$ cat src/rtl/addr8s_tmr_sched.sv
// Round-robin scheduler sharing one external 8-bit signed adder between N_REQ requesters.
// Each operation is evaluated as A+B then B+A; a disagreement is retried, then reported with rsp_err.
module addr8s_tmr_sched #(
  parameter int N_REQ     = 4,
  parameter int MAX_RETRY = 2,
  parameter int IDW       = $clog2(N_REQ)
) (
  input  logic               clk,
  input  logic               rst_n,
  input  logic [N_REQ-1:0]   req_valid,
  input  logic [8*N_REQ-1:0] req_a,
  input  logic [8*N_REQ-1:0] req_b,
  output logic [N_REQ-1:0]   req_ready,
  output logic [7:0]         add_a,
  output logic [7:0]         add_b,
  input  logic [8:0]         add_sum,
  output logic               rsp_valid,
  input  logic               rsp_ready,
  output logic [8:0]         rsp_sum,
  output logic [IDW-1:0]     rsp_id,
  output logic               rsp_err,
  output logic [7:0]         err_count,
  output logic               busy
);

  typedef enum logic [2:0] {IDLE, RUN1, RUN2, CHECK, RESP} state_t;

  localparam logic [2:0]   MAX_R = 3'(MAX_RETRY);
  localparam logic [IDW:0] N_W   = (IDW+1)'(N_REQ);

  state_t         state, state_nxt;
  logic [IDW-1:0] rr_ptr, g, id, ptr_nxt;
  logic [IDW:0]   cand, ptr_inc;
  logic           found, hs, mismatch, finish;
  logic [7:0]     op_a, op_b;
  logic [8:0]     s1, s2;
  logic [2:0]     retry_cnt;

  // First asserted request at or after rr_ptr, wrapping modulo N_REQ.
  always_comb begin
    found = 1'b0;
    g     = '0;
    cand  = '0;
    for (int k = 0; k < N_REQ; k++) begin
      cand = {1'b0, rr_ptr} + (IDW+1)'(k);
      if (cand >= N_W) cand = cand - N_W;
      if (!found && req_valid[cand[IDW-1:0]]) begin
        found = 1'b1;
        g     = cand[IDW-1:0];
      end
    end
  end

  assign ptr_inc  = {1'b0, g} + (IDW+1)'(1);
  assign ptr_nxt  = (ptr_inc == N_W) ? '0 : ptr_inc[IDW-1:0];
  // Grants are suppressed while reset is held so every output reads 0 during reset.
  assign hs       = (state == IDLE) && found && rst_n;
  assign mismatch = (s1 != s2);
  assign finish   = !mismatch || (retry_cnt >= MAX_R);

  always_ff @(posedge clk or negedge rst_n) begin
    if (!rst_n) state <= IDLE;
    else        state <= state_nxt;
  end

  always_comb begin
    state_nxt = state;
    req_ready = '0;
    add_a     = 8'h00;
    add_b     = 8'h00;
    case (state)
      IDLE: begin
        if (hs) begin
          req_ready[g] = 1'b1;
          state_nxt    = RUN1;
        end
      end
      RUN1: begin
        add_a     = op_a;
        add_b     = op_b;
        state_nxt = RUN2;
      end
      RUN2: begin
        add_a     = op_b;
        add_b     = op_a;
        state_nxt = CHECK;
      end
      CHECK:   state_nxt = finish ? RESP : RUN1;
      RESP:    if (rsp_ready) state_nxt = IDLE;
      default: state_nxt = IDLE;
    endcase
  end

  assign rsp_valid = (state == RESP);
  assign busy      = (state != IDLE);

  always_ff @(posedge clk or negedge rst_n) begin
    if (!rst_n) begin
      rr_ptr    <= '0;
      retry_cnt <= '0;
      op_a      <= '0;
      op_b      <= '0;
      id        <= '0;
      s1        <= '0;
      s2        <= '0;
      rsp_sum   <= '0;
      rsp_id    <= '0;
      rsp_err   <= 1'b0;
      err_count <= '0;
    end else begin
      case (state)
        IDLE: begin
          if (hs) begin
            op_a      <= req_a[8*g +: 8];
            op_b      <= req_b[8*g +: 8];
            id        <= g;
            rr_ptr    <= ptr_nxt;
            retry_cnt <= '0;
          end
        end
        RUN1: s1 <= add_sum;
        RUN2: s2 <= add_sum;
        CHECK: begin
          if (mismatch) begin
            if (err_count != 8'hFF) err_count <= err_count + 8'd1;
            if (retry_cnt < MAX_R)  retry_cnt <= retry_cnt + 3'd1;
          end
          // On exhaustion the first evaluation is the reported result.
          if (finish) begin
            rsp_sum <= s1;
            rsp_id  <= id;
            rsp_err <= mismatch;
          end
        end
        default: ;
      endcase
    end
  end

endmodule

$ cat config.mk
export PLATFORM = sky130hd
export DESIGN_NAME = addr8s_tmr_sched
export DESIGN_NICKNAME = d
export VERILOG_FILES = /design/src/rtl/addr8s_tmr_sched.sv
export SDC_FILE = /design/constraint.sdc
export NUM_CORES = 1
export LEC_CHECK = 0
export BUFFER_PORTS_ARGS = -buffer_cell sky130_fd_sc_hd__buf_2
export CORE_MARGIN = 10
export CORE_UTILIZATION = 27
export DETAILED_ROUTE_END_ITERATION = 12
export RECOVER_POWER = 100
export REMOVE_ABC_BUFFERS = 1
export SLEW_MARGIN = 20
export SYNTH_ARGS = -nofsm -noshare
export SYNTH_HDL_FRONTEND = slang
export SYNTH_SLANG_ARGS = --single-unit
$ cat constraint.sdc
create_clock -name clk -period 2.14 [get_ports clk]
set_input_delay 0.107 -clock clk [delete_from_list [all_inputs] [get_ports clk]]
set_output_delay 0.107 -clock clk [all_outputs]
set_load 0.02 [all_outputs]
* Yosys cells after proc, flatten, opt, wreduce, memory -nomap -nowiden
Index checks and enable logic that the tools add are counted.
Word-level totals: register bits 64, input bits 80, output and inout port bits 42, word-level logic and storage cells 101
Cells by class: add/subtract/negate cells 10, $lt $le $gt $ge 12, equal/unequal tests 11, shifts and indexed selects 2, muxes and demuxes 35, reduce and logical (&&, ||, !) cells 19
Operators by type and width (count):
- indexed part select 32 x 6 -> 8 bit | 2
- case mux 8 bit (2 select lines) | 2
- 2-to-1 mux 2 bit | 9
- 2-to-1 mux 3 bit | 6
- less-than comparator 2 x 3 -> 1 bit, second input constant | 5
- case mux 3 bit (5 select lines) | 1
- >= comparator 3 bit, second input constant | 3
- 2-to-1 mux 1 bit | 9
- != test 9 bit | 1
- adder 8 x 1 -> 8 bit, second input constant | 1
- binary-select mux 1 bit (select 2 bit) | 4
- 2-to-1 mux 4 bit | 2
- != test 8 bit, second input constant | 1
- subtractor 2 x 1 -> 2 bit, second input constant | 4
- adder 2 x 1 -> 3 bit, second input constant | 2
- adder 2 x 2 -> 3 bit, second input constant | 2
- == test 3 x 2 -> 1 bit, second input constant | 2
- == test 3 bit, second input constant | 2
- logical AND 1 bit | 6
- != test 2 bit, second input constant | 3
- case mux 3 bit (2 select lines) | 1
- AND reduction 2 bit | 3
- zero test 1 bit | 4
- AND reduction 4 bit | 1
- other kinds (13) | 13

* Logic depth before layout (Yosys ltp)
Gate-level depths: netlist of run 1.
depth after elaboration 20, depth in mapped cells 9, gate-level depth less buffers 7

* Worst setup path after synthesis of run 1
OpenSTA, ideal clock, no wires.
kind reg2reg, from register rr_ptr[1], to register rr_ptr[1], setup time 125 ps, arrival time 1797 ps, required time 2015 ps, path slack 218 ps, stages on the path, launching flop included 9, path buffers 2, period minus slack after synthesis 1922 ps, cells stage by stage dfrtp_1 -> nand2b_1 -> a21o_2 -> clkbuf_1 -> nand3_2 -> buf_4 -> inv_1 -> ha_1 -> mux2_2
On the way: word-level cells in the longest chain between the ends 17, elaborated cells on any way between the ends 43, classes of those cells add/sub: 8; order compare: 4; eq/ne: 1; mux: 21; reduce/logical: 9
Ends and longest elaborated chain:
- start, declared | line 32 | logic [IDW-1:0] rr_ptr, g, id, ptr_nxt;
- start signal, assigned | line 117 | rr_ptr <= ptr_nxt;
- branches (longest 13 deep; another with adder 2 x 1 -> 3 bit)
- 2-to-1 mux 2 bit (*) | line 47 | if (!found && req_valid[cand[IDW-1:0]]) begin
- adder 2 x 1 -> 3 bit (*) | line 54 | assign ptr_inc = {1'b0, g} + (IDW+1)'(1);
- == test 3 bit | line 55 | assign ptr_nxt = (ptr_inc == N_W) ? '0 : ptr_inc[IDW-1:0];
- 2-to-1 mux 2 bit (*) | line 55
- net ptr_nxt[1] | line 32
Mark *: on every way through the listed nets, which the timed path passes. The select of a mux whose other input is x is not followed. A chain may end at the register's enable or synchronous reset.

* Worst setup path after layout of run 1
from register state[0], to output req_ready[0]
On the way: word-level cells in the longest chain between the ends 5
Ends and longest elaborated chain:
- start, declared | line 31 | state_t state, state_nxt;
- start signal, assigned | line 63 | else state <= state_nxt;
- zero test 3 bit (*) | line 57, 71
- logical AND 1 bit (2 in series) | line 57 | assign hs = (state == IDLE) && found && rst_n;
- 2-to-1 mux 4 bit | line 73 | if (hs) begin
- 2-to-1 mux 4 bit (*) | line 71 | case (state)
- end, declared | line 13 | output logic [N_REQ-1:0] req_ready,
Every way passes the cells marked *; elsewhere a longest branch is shown, timed or not.

==> results of run 1 <==
-- worst min-delay path by stage --
stage,depth (start not counted),to,start,slack (ns)
final,2,s2[6],add_sum[6],0.03
after global routing,2,s1[6],add_sum[6],0.02
after CTS,2,s2[6],add_sum[6],0.01
after detailed placement,2,s2[6],add_sum[6],0.36
after global placement,2,s1[8],add_sum[8],0.35
after floorplan,0,err_count[0],rst_n,-0.19
-- where the power goes --
group	total (W)	internal (W)	switching [W]
Sequential	0.00226	0.00178	0.000476
Clock	0.00155	0.00104	0.000511
Combinational	0.00343	0.00154	0.00189
-- placed cells by master, fill, tap and decap left out, types with 3 or more instances in the layout --
cell and n:
o31ai_1 16, a21bo_2 16, nand4_1 21, o211ai_1 16
xnor2_1 8, ha_1 4, a22o_1 16, buf_2 80
nor2_1 10, nor3_1 5, nand2_1 24, clkbuf_1 32
mux2i_1 17, clkbuf_16 9, clkbuf_2 12, nor4_1 4
buf_4 20, inv_1 5, a21oi_1 3, mux2_2 32
dfrtp_1 63, xor2_1 8
-- per-stage QoR --
step	total power, W	utilization [%]
after global placement	0.00574	34.2
after global routing	0.00777	36.0
after floorplan	0.00455	-
after detailed placement	0.00585	34.2
after CTS	0.00746	36.6
final	0.00724	36.0
-- state kept, by name, indices dropped and copies added, names as in the netlist --
name       count
rsp_sum        9
s1             9
s2             9
err_count      8
op_a           8
op_b           8
retry_cnt      3
state          3
id             2
rr_ptr         2
rsp_id         2
rsp_err        1
-- per-layer routing --
layer	share of wire, %	GRT usage, %	vias up
li1	-	-	1498
met1	42	14.9	1542
met2	48	20.6	109
met3	9.3	5.13	12
met4	0.81	2.99	2
met5	0.11	0	-
-- critical path, stage by stage (launching register included) --
cell	delay [ns]
dfrtp_1	0.40
nor3_4	0.22
nand3_2	0.22
buf_4	0.26
or2_1	0.23
nor2_1	0.09
clkbuf_2	0.17
-- cell families after synthesis --
| group | synth area share, % |
|---|---|
| buf+inv | 4.23 |
| compound gates | 18.8 |
| fa+ha+maj | 1.35 |
| xor+xnor | 3.79 |
| mux | 14.3 |
| flops | 43.3 |
| simple gates | 14.2 |
-- timing repair --
action | in CTS | in global routing
buffers inserted | 1 | 2
setup endpoints to repair | 2 | 2
pin swaps | 1 | 1
gates resized for setup | 1 | 1
-- layout make-up --
| type | count | area, sq um |
|---|---|---|
| clock buffer | 11 | 243 |
| clock inverter | 3 | 67.6 |
| fill | 1373 | 8540 |
| inverter | 5 | 18.8 |
| multi-input combinational | 235 | 1910 |
| sequential | 64 | 1600 |
| tap | 176 | 220 |
| timing repair buffer | 144 | 747 |
==> impl_metrics.env, run 1 <==
export IMPL_row_count=42
export IMPL_fin_tns_setup_ns=0
export IMPL_synth_top_area_cell="dfrtp_1"
export IMPL_grt_overflow=0
export IMPL_clk_latency_ns=0.32
export IMPL_postLayoutCellArea_sq_mm=0.00481
export IMPL_fp_dieW_um=137
export IMPL_finalMaxSlewViolations=65
export IMPL_gp_congestion=0.794
export IMPL_drt_iter0_markers=122
export IMPL_async_flop_share_pct=100
export IMPL_synth_top_area_share_pct=43.3
export IMPL_cp_start_kind="register"
export IMPL_p_per_area_mw_per_mm2=1510
export IMPL_clockBufferDepth=2
export IMPL_regToRegSetupSlack_ns=0.21
export IMPL_skew_ns=0.00581
export IMPL_ys_top_cells_by_area="dfrtp_1 (43%), mux2_2 (9.7%), mux2i_1 (4.6%)"
export IMPL_hold_buffers=0
export IMPL_finalSetupViolations=0
export IMPL_num_vias=3163
export IMPL_syn_instance_count=328
export IMPL_ir_drop_uv=601
export IMPL_timing_fmax_mhz=495
export IMPL_clk_pin_slew_ns=0.05
export IMPL_max_cap_violations=1
export IMPL_grt_max_degree=65
export IMPL_io_buffers=121
export IMPL_synth_most_common_cell="dfrtp_1"
export IMPL_p_leak_nw=2.18
export IMPL_cp_max_fo=11
export IMPL_drc=0
export IMPL_fin_crit_ns=2.02
export IMPL_hold_viol_final=0
export IMPL_cp_startpoint="state[0]"
export IMPL_clkSinkCount=64
export IMPL_dp_hpwl_mm=8.72
export IMPL_worstPathArrival_ns=1.91
export IMPL_drive_above_1_share_pct=41.1
export IMPL_cts_tree="built"
export IMPL_rsz0062_at_grt="no"
export IMPL_nNetsFinal=543
export IMPL_ys_seq_area_share_pct=43.3
export IMPL_grt_pass1_wl_mm=18.4
export IMPL_reg2regPathDepth=6
export IMPL_area_delta_synth_final_pct=30.1
export IMPL_placed_area_sq_mm=0.00456
export IMPL_io_pins=122
export IMPL_root_buffer="clkbuf_16"
export IMPL_synth_main_ff_cell="dfrtp_1"
export IMPL_crit_end="req_ready[0]"
export IMPL_syn_area_sq_mm=0.00370
export IMPL_syn_area_per_cell_sq_um=11.3
export IMPL_wl_per_cell_um=18.3
export IMPL_endpoint_kind="output pin"
export IMPL_synthTopCellsByCount="dfrtp_1 (64), mux2_2 (32), nand2_1 (24)"
export IMPL_dieArea_sq_mm=0.0188
export IMPL_setup_ws_ns=0.121
export IMPL_drtPass1Iterations=4
export IMPL_synth_edff_count=0
export IMPL_timing_final_crit_share_pct=94.3
export IMPL_slew_headroom_pct=-9.63
export IMPL_r2r_start="s1[8]"
export IMPL_stdcell_count=638
export IMPL_postRouteAntennaNets=0
export IMPL_cts_buffers=9
export IMPL_groute_usage_overall_pct=12.5
export IMPL_wirelength_mm=11.7
export IMPL_core_area_sq_mm=0.0133
export IMPL_holdWs_ns=0.0280
export IMPL_initial_utilization_pct=27.7
export IMPL_hold_path_class="in -> reg"
export IMPL_r2r_end="err_count[7]"
export IMPL_violations="capacitance limit, slew limit"
export IMPL_yosysWarningCount=0
export IMPL_die_h_um=137
export IMPL_antenna_found_initial=1
export IMPL_worstMarginPinSlew_ns=1.64
export IMPL_htree_levels=3
export IMPL_diodes=0
export IMPL_worstSetupPathType="reg -> out"
export IMPL_viasPerCell=4.96
export IMPL_status="finished with violations"
export IMPL_grt_pass1_vias=3439
export IMPL_required_ns=2.03
export IMPL_post_place_cells=621
export IMPL_synth_distinct_cells=50
export IMPL_synth_ff_latch_count=64
export IMPL_post_place_ws_ns=0.178
Power figures use the tool's default switching activity.
==> run 2, diff against run 1 <==
- CAP_MARGIN: default -> 20
- clock period: 2.14 -> 2.4 ns (I/O delays scaled with it)
==> impl_metrics.env, run 2 (same netlist as run 1, synthesis figures left out) <==
export IMPL_dieArea_sq_mm=0.0188
export IMPL_total_power_w=0.00621
export IMPL_layout_common_cells="buf_2 (80), dfrtp_1 (64), clkbuf_1 (39), mux2_2 (32), nand2_1 (24)"
export IMPL_endpoint_kind="output pin"
export IMPL_hold_buffers=0
export IMPL_grt_overflow=0
export IMPL_nNetsFinal=533
export IMPL_root_buffer="clkbuf_16"
export IMPL_cp_start_kind="register"
export IMPL_worstPathArrival_ns=2.08
export IMPL_max_cap_violations=1
export IMPL_p_per_area_mw_per_mm2=1330
export IMPL_hold_viol_final=0
export IMPL_finalMaxSlewViolations=66
export IMPL_fin_util_pct=35.1
export IMPL_fin_crit_ns=2.20
export IMPL_row_count=42
export IMPL_dp_hpwl_mm=8.84
export IMPL_groute_usage_overall_pct=12.6
export IMPL_rsz0062_at_grt="no"
export IMPL_fin_tns_setup_ns=0
export IMPL_skew_ns=0.00379
export IMPL_gp_congestion=0.820
export IMPL_p_leak_nw=2.10
export IMPL_diodes=0
export IMPL_core_area_sq_mm=0.0133
export IMPL_required_ns=2.28
export IMPL_worstSetupPathType="reg -> out"
export IMPL_top_regs="rsp_sum x9, s1 x9, s2 x9"
export IMPL_io_pins=122
export IMPL_clockBufferDepth=2
export IMPL_grt_pass1_wl_mm=18.7
export IMPL_drc=0
export IMPL_postRouteAntennaNets=0
export IMPL_cp_startpoint="rr_ptr[1]"
export IMPL_area_delta_synth_final_pct=26.6
export IMPL_drive_above_1_share_pct=38.5
export IMPL_multi_input_area_sq_mm=0.00189
export IMPL_clk_pin_slew_ns=0.06
export IMPL_hold_path_class="in -> reg"
export IMPL_slew_headroom_pct=-11.4
export IMPL_io_buffers=121
export IMPL_wirelength_mm=11.7
export IMPL_cp_max_fo=17
export IMPL_ir_drop_uv=381
export IMPL_wl_per_cell_um=18.5
export IMPL_finalSetupViolations=0
export IMPL_antenna_found_initial=0
export IMPL_drt_iter0_markers=175
export IMPL_cts_tree="built"
export IMPL_drtPass1Iterations=4
export IMPL_violations="capacitance limit, slew limit"
export IMPL_fillers=1410
export IMPL_final_common_cell="buf_2"
export IMPL_timing_final_crit_share_pct=91.7
export IMPL_fp_dieW_um=137
export IMPL_timing_fmax_mhz=455
export IMPL_clkSinkCount=64
export IMPL_num_vias=3100
export IMPL_status="finished with violations"
export IMPL_clk_latency_ns=0.32
export IMPL_die_h_um=137
export IMPL_r2r_start="state[0]"
export IMPL_htree_levels=3
export IMPL_initial_utilization_pct=27.7
export IMPL_grt_max_degree=66
export IMPL_holdWs_ns=0.0428
export IMPL_worstMarginPinSlew_ns=1.67
export IMPL_min_from="add_sum[4]"
export IMPL_grt_pass1_vias=3462
export IMPL_viasPerCell=4.92
export IMPL_seq_area_sq_mm=0.00160
export IMPL_cts_buffers=9
export IMPL_regToRegSetupSlack_ns=0.23
run 2: changes by cell type in the layout (fill, tap and decap cells not counted), moves of 2 or more:
cell and delta:
o211ai_2 +2, o211ai_1 -2, clkbuf_2 -6, nor3b_4 -2
clkbuf_1 +7, buf_4 -11
run 2: what timing repair did:
action                     CTS  global route
setup buffers                1             0
pin swaps                    1             0
setup endpoints to repair    1             3
gates resized for setup      0             2
run 2: cell type report:
| class | instances | area share [%] |
|---|---|---|
| multi-input cells | 235 | 40.4 |
| flip-flops and latches | 64 | 34.2 |
| repair buffers | 134 | 13.8 |
| clock buffers | 10 | 5.11 |
| well taps | 176 | 4.70 |
| clock inverters | 6 | 1.44 |
| inverters | 5 | 0.401 |
run 2: worst paths after layout:
| path | endpoint | cells past startpoint |
|---|---|---|
| max | req_ready[1] | 6 |
| min | s1[4] | 2 |
| max reg2reg | op_a[7] | 6 |
| min reg2reg | id[1] | 1 |
| max in group asynchronous | op_a[0] | 2 |
| min in group asynchronous | err_count[3] | 2 |
run 2: where the power goes:
group / total, W / leakage [nW] / internal (W) / switching (W)
Sequential: 0.00203 / 0.779 / 0.00159 / 0.000446
Clock: 0.00132 / 0.145 / 0.000835 / 0.000487
Combinational: 0.00285 / 1.17 / 0.00123 / 0.00162
run 2: worst max-delay path, cell delays in order, from the launching register on:
cell	delay, ns
dfrtp_1	0.44
nand2_1	0.12
or2_2	0.33
nand3_4	0.23
buf_4	0.24
nor3_1	0.18
clkbuf_2	0.21
run 2: stage by stage:
step | instance area [sq um] | cells | worst slack (ns)
3_3_place_gp | 4490 | 613 | 0.342
6_report | 4680 | 630 | 0.200
2_1_floorplan | 3560 | 304 | 0.0313
4_1_cts | 4800 | 630 | 0.0975
3_5_place_dp | 4490 | 613 | 0.325
5_1_grt | 4680 | 630 | 0.0357
run 2: metal layers:
metal  wire length (um)  vias to the layer above  part of all wire [%]  global-route usage [%]
li1                   -                     1485                     -                       -
met1               5190                     1518                    44                    15.9
met2               5470                       95                    47                    20.3
met3                977                        2                   8.4                    4.36
met4                 28                        0                  0.24                    2.87
met5                  0                        -                     0                       0
==> run 3, diff against run 2 <==
- CORE_UTILIZATION: 27 -> 55
- PLACE_DENSITY: default -> 0.86
==> impl_metrics.env, run 3 (same netlist as run 1, synthesis figures left out) <==
export IMPL_critPathSlowestCell="dfrtp_1"
export IMPL_ir_drop_uv=598
export IMPL_finalSetupViolations=0
export IMPL_worstMarginPinSlew_ns=1.55
export IMPL_drive_above_1_share_pct=43.9
export IMPL_grt_pass1_wl_mm=16.5
export IMPL_hold_path_class="in -> reg"
export IMPL_rsz0062_at_grt="yes"
export IMPL_fp_dieW_um=102
export IMPL_final_common_cell="buf_2"
export IMPL_required_ns=2.28
export IMPL_worstPathArrival_ns=2.14
export IMPL_io_buffers=121
export IMPL_layout_common_cells="buf_2 (100), dfrtp_1 (64), mux2_2 (32), nand2_1 (24), clkbuf_1 (23)"
export IMPL_wl_per_cell_um=19.8
export IMPL_max_cap_violations=1
export IMPL_die_h_um=102
export IMPL_num_vias=3183
export IMPL_grt_overflow=0
export IMPL_skew_ns=0.00692
export IMPL_timing_fmax_mhz=442
export IMPL_clk_latency_ns=0.34
export IMPL_groute_usage_overall_pct=20.1
export IMPL_clkSinkCount=64
export IMPL_holdWs_ns=0.0274
export IMPL_fillers=494
export IMPL_cp_start_kind="register"
export IMPL_clockBufferDepth=2
export IMPL_area_delta_synth_final_pct=22.8
export IMPL_fin_crit_ns=2.26
export IMPL_violations="capacitance limit, slew limit"
export IMPL_hold_viol_final=0
export IMPL_drc=0
export IMPL_cp_max_fo=13
export IMPL_path_cells="nor3_4 > nand3_2 > nor3_4 > and2_1 > buf_2"
export IMPL_cts_tree="built"
export IMPL_drtPass1Iterations=5
export IMPL_htree_levels=3
export IMPL_worstSetupPathType="reg -> out"
export IMPL_drt_iter0_markers=148
export IMPL_viasPerCell=6.01
export IMPL_slew_headroom_pct=-3.46
export IMPL_dp_hpwl_mm=7.68
export IMPL_row_count=29
export IMPL_timing_final_crit_share_pct=94.2
export IMPL_grt_max_degree=65
export IMPL_grt_pass1_vias=3409
export IMPL_postRouteAntennaNets=0
export IMPL_slowest_delay_ns=0.50
export IMPL_placed_area_sq_mm=0.00437
export IMPL_endpoint_kind="output pin"
export IMPL_gp_congestion=0.828
export IMPL_cpMostUsedCell="nor3_4"
export IMPL_root_buffer="clkbuf_8"
export IMPL_antenna_found_initial=0
export IMPL_dieArea_sq_mm=0.0104
export IMPL_diodes=0
export IMPL_multi_input_area_sq_mm=0.00195
export IMPL_postLayoutCellArea_sq_mm=0.00454
export IMPL_initial_utilization_pct=57.6
export IMPL_finalMaxSlewViolations=65
export IMPL_clk_pin_slew_ns=0.07
export IMPL_top_regs="rsp_sum x9, s1 x9, s2 x9"
export IMPL_nNetsFinal=533
export IMPL_wirelength_mm=10.5
export IMPL_fin_tns_setup_ns=0
export IMPL_status="finished with violations"
export IMPL_cts_buffers=9
export IMPL_p_per_area_mw_per_mm2=1310
export IMPL_p_leak_nw=2.16
export IMPL_core_area_sq_mm=0.00642
export IMPL_io_pins=122
export IMPL_seq_area_sq_mm=0.00160
==> run 3: cell count changes in the layout (fill, tap and decap cells not counted), sizes merged <==
cell      before  now
buf           89  111
clkbuf        55   34
clkinv         2    3
clkinvlp       2    0
inv            6    5
==> run 3: worst max-delay path, delay by kind of cell (launching register included) <==
kind | cells | cell delay (ns)
buffers and inverters | 1 | 0.16
DFF | 1 | 0.50
and+or+nand+nor | 4 | 1.15
==> run 3: final timing paths <==
| path | depth (start not counted) | start | slack (ns) | end |
|---|---|---|---|---|
| max in group asynchronous | 2 | rst_n | 1.14 | state[1] |
| min in group asynchronous | 2 | rst_n | 0.35 | s2[6] |
| worst min register to register | 1 | id[1] | 0.48 | id[1] |
| worst max register to register | 6 | s2[5] | 0.21 | err_count[1] |
| worst min-delay path | 2 | add_sum[4] | 0.03 | s1[4] |
| worst max-delay path | 5 | state[1] | 0.14 | req_ready[2] |
==> run 3: power breakdown <==
group | switching (W) | total [W] | internal (W)
clock | 0.000410 | 0.000907 | 0.000497
sequential | 0.000473 | 0.00206 | 0.00159
combinational | 0.00163 | 0.00298 | 0.00135
total | 0.00251 | 0.00595 | 0.00344
==> run 3: layer usage <==
metal  track usage (%)  vias to the layer above  share of wire (%)
li1                  -                     1478                  -
met1              23.9                     1534                 43
met2              33.1                      155                 46
met3              6.82                       16                9.5
met4              7.38                        0                1.6
met5                 0                        -                  0
==> run 3: area by class of cell <==
class	count	area share, %
Clock inverter	4	0.992
Inverter	5	0.413
Clock buffer	11	3.11
Multi-Input combinational cell	235	43.0
Tap cell	77	2.12
Sequential cell	64	35.3
Timing Repair Buffer	134	15.0
==> run 3: timing repair <==
item / 4_1_cts / 5_1_grt
setup buffers: 0 / 2
hold buffers: 0 / 0
gates resized for setup: 0 / 2
endpoints found under the setup margin: 0 / 3
==> run 3: through the flow <==
| stage | power, W | util (%) | std cells | setup WS (ns) |
|---|---|---|---|---|
| after CTS | 0.00599 | 70.9 | 528 | 0.0187 |
| after global routing | 0.00632 | 70.7 | 530 | -0.00390 |
| after floorplan | 0.00405 | - | 304 | 0.0313 |
| after detailed placement | 0.00506 | 68.0 | 513 | 0.406 |
| after global placement | 0.00496 | 68.0 | 513 | 0.440 |
| final | 0.00595 | 70.7 | 530 | 0.140 |
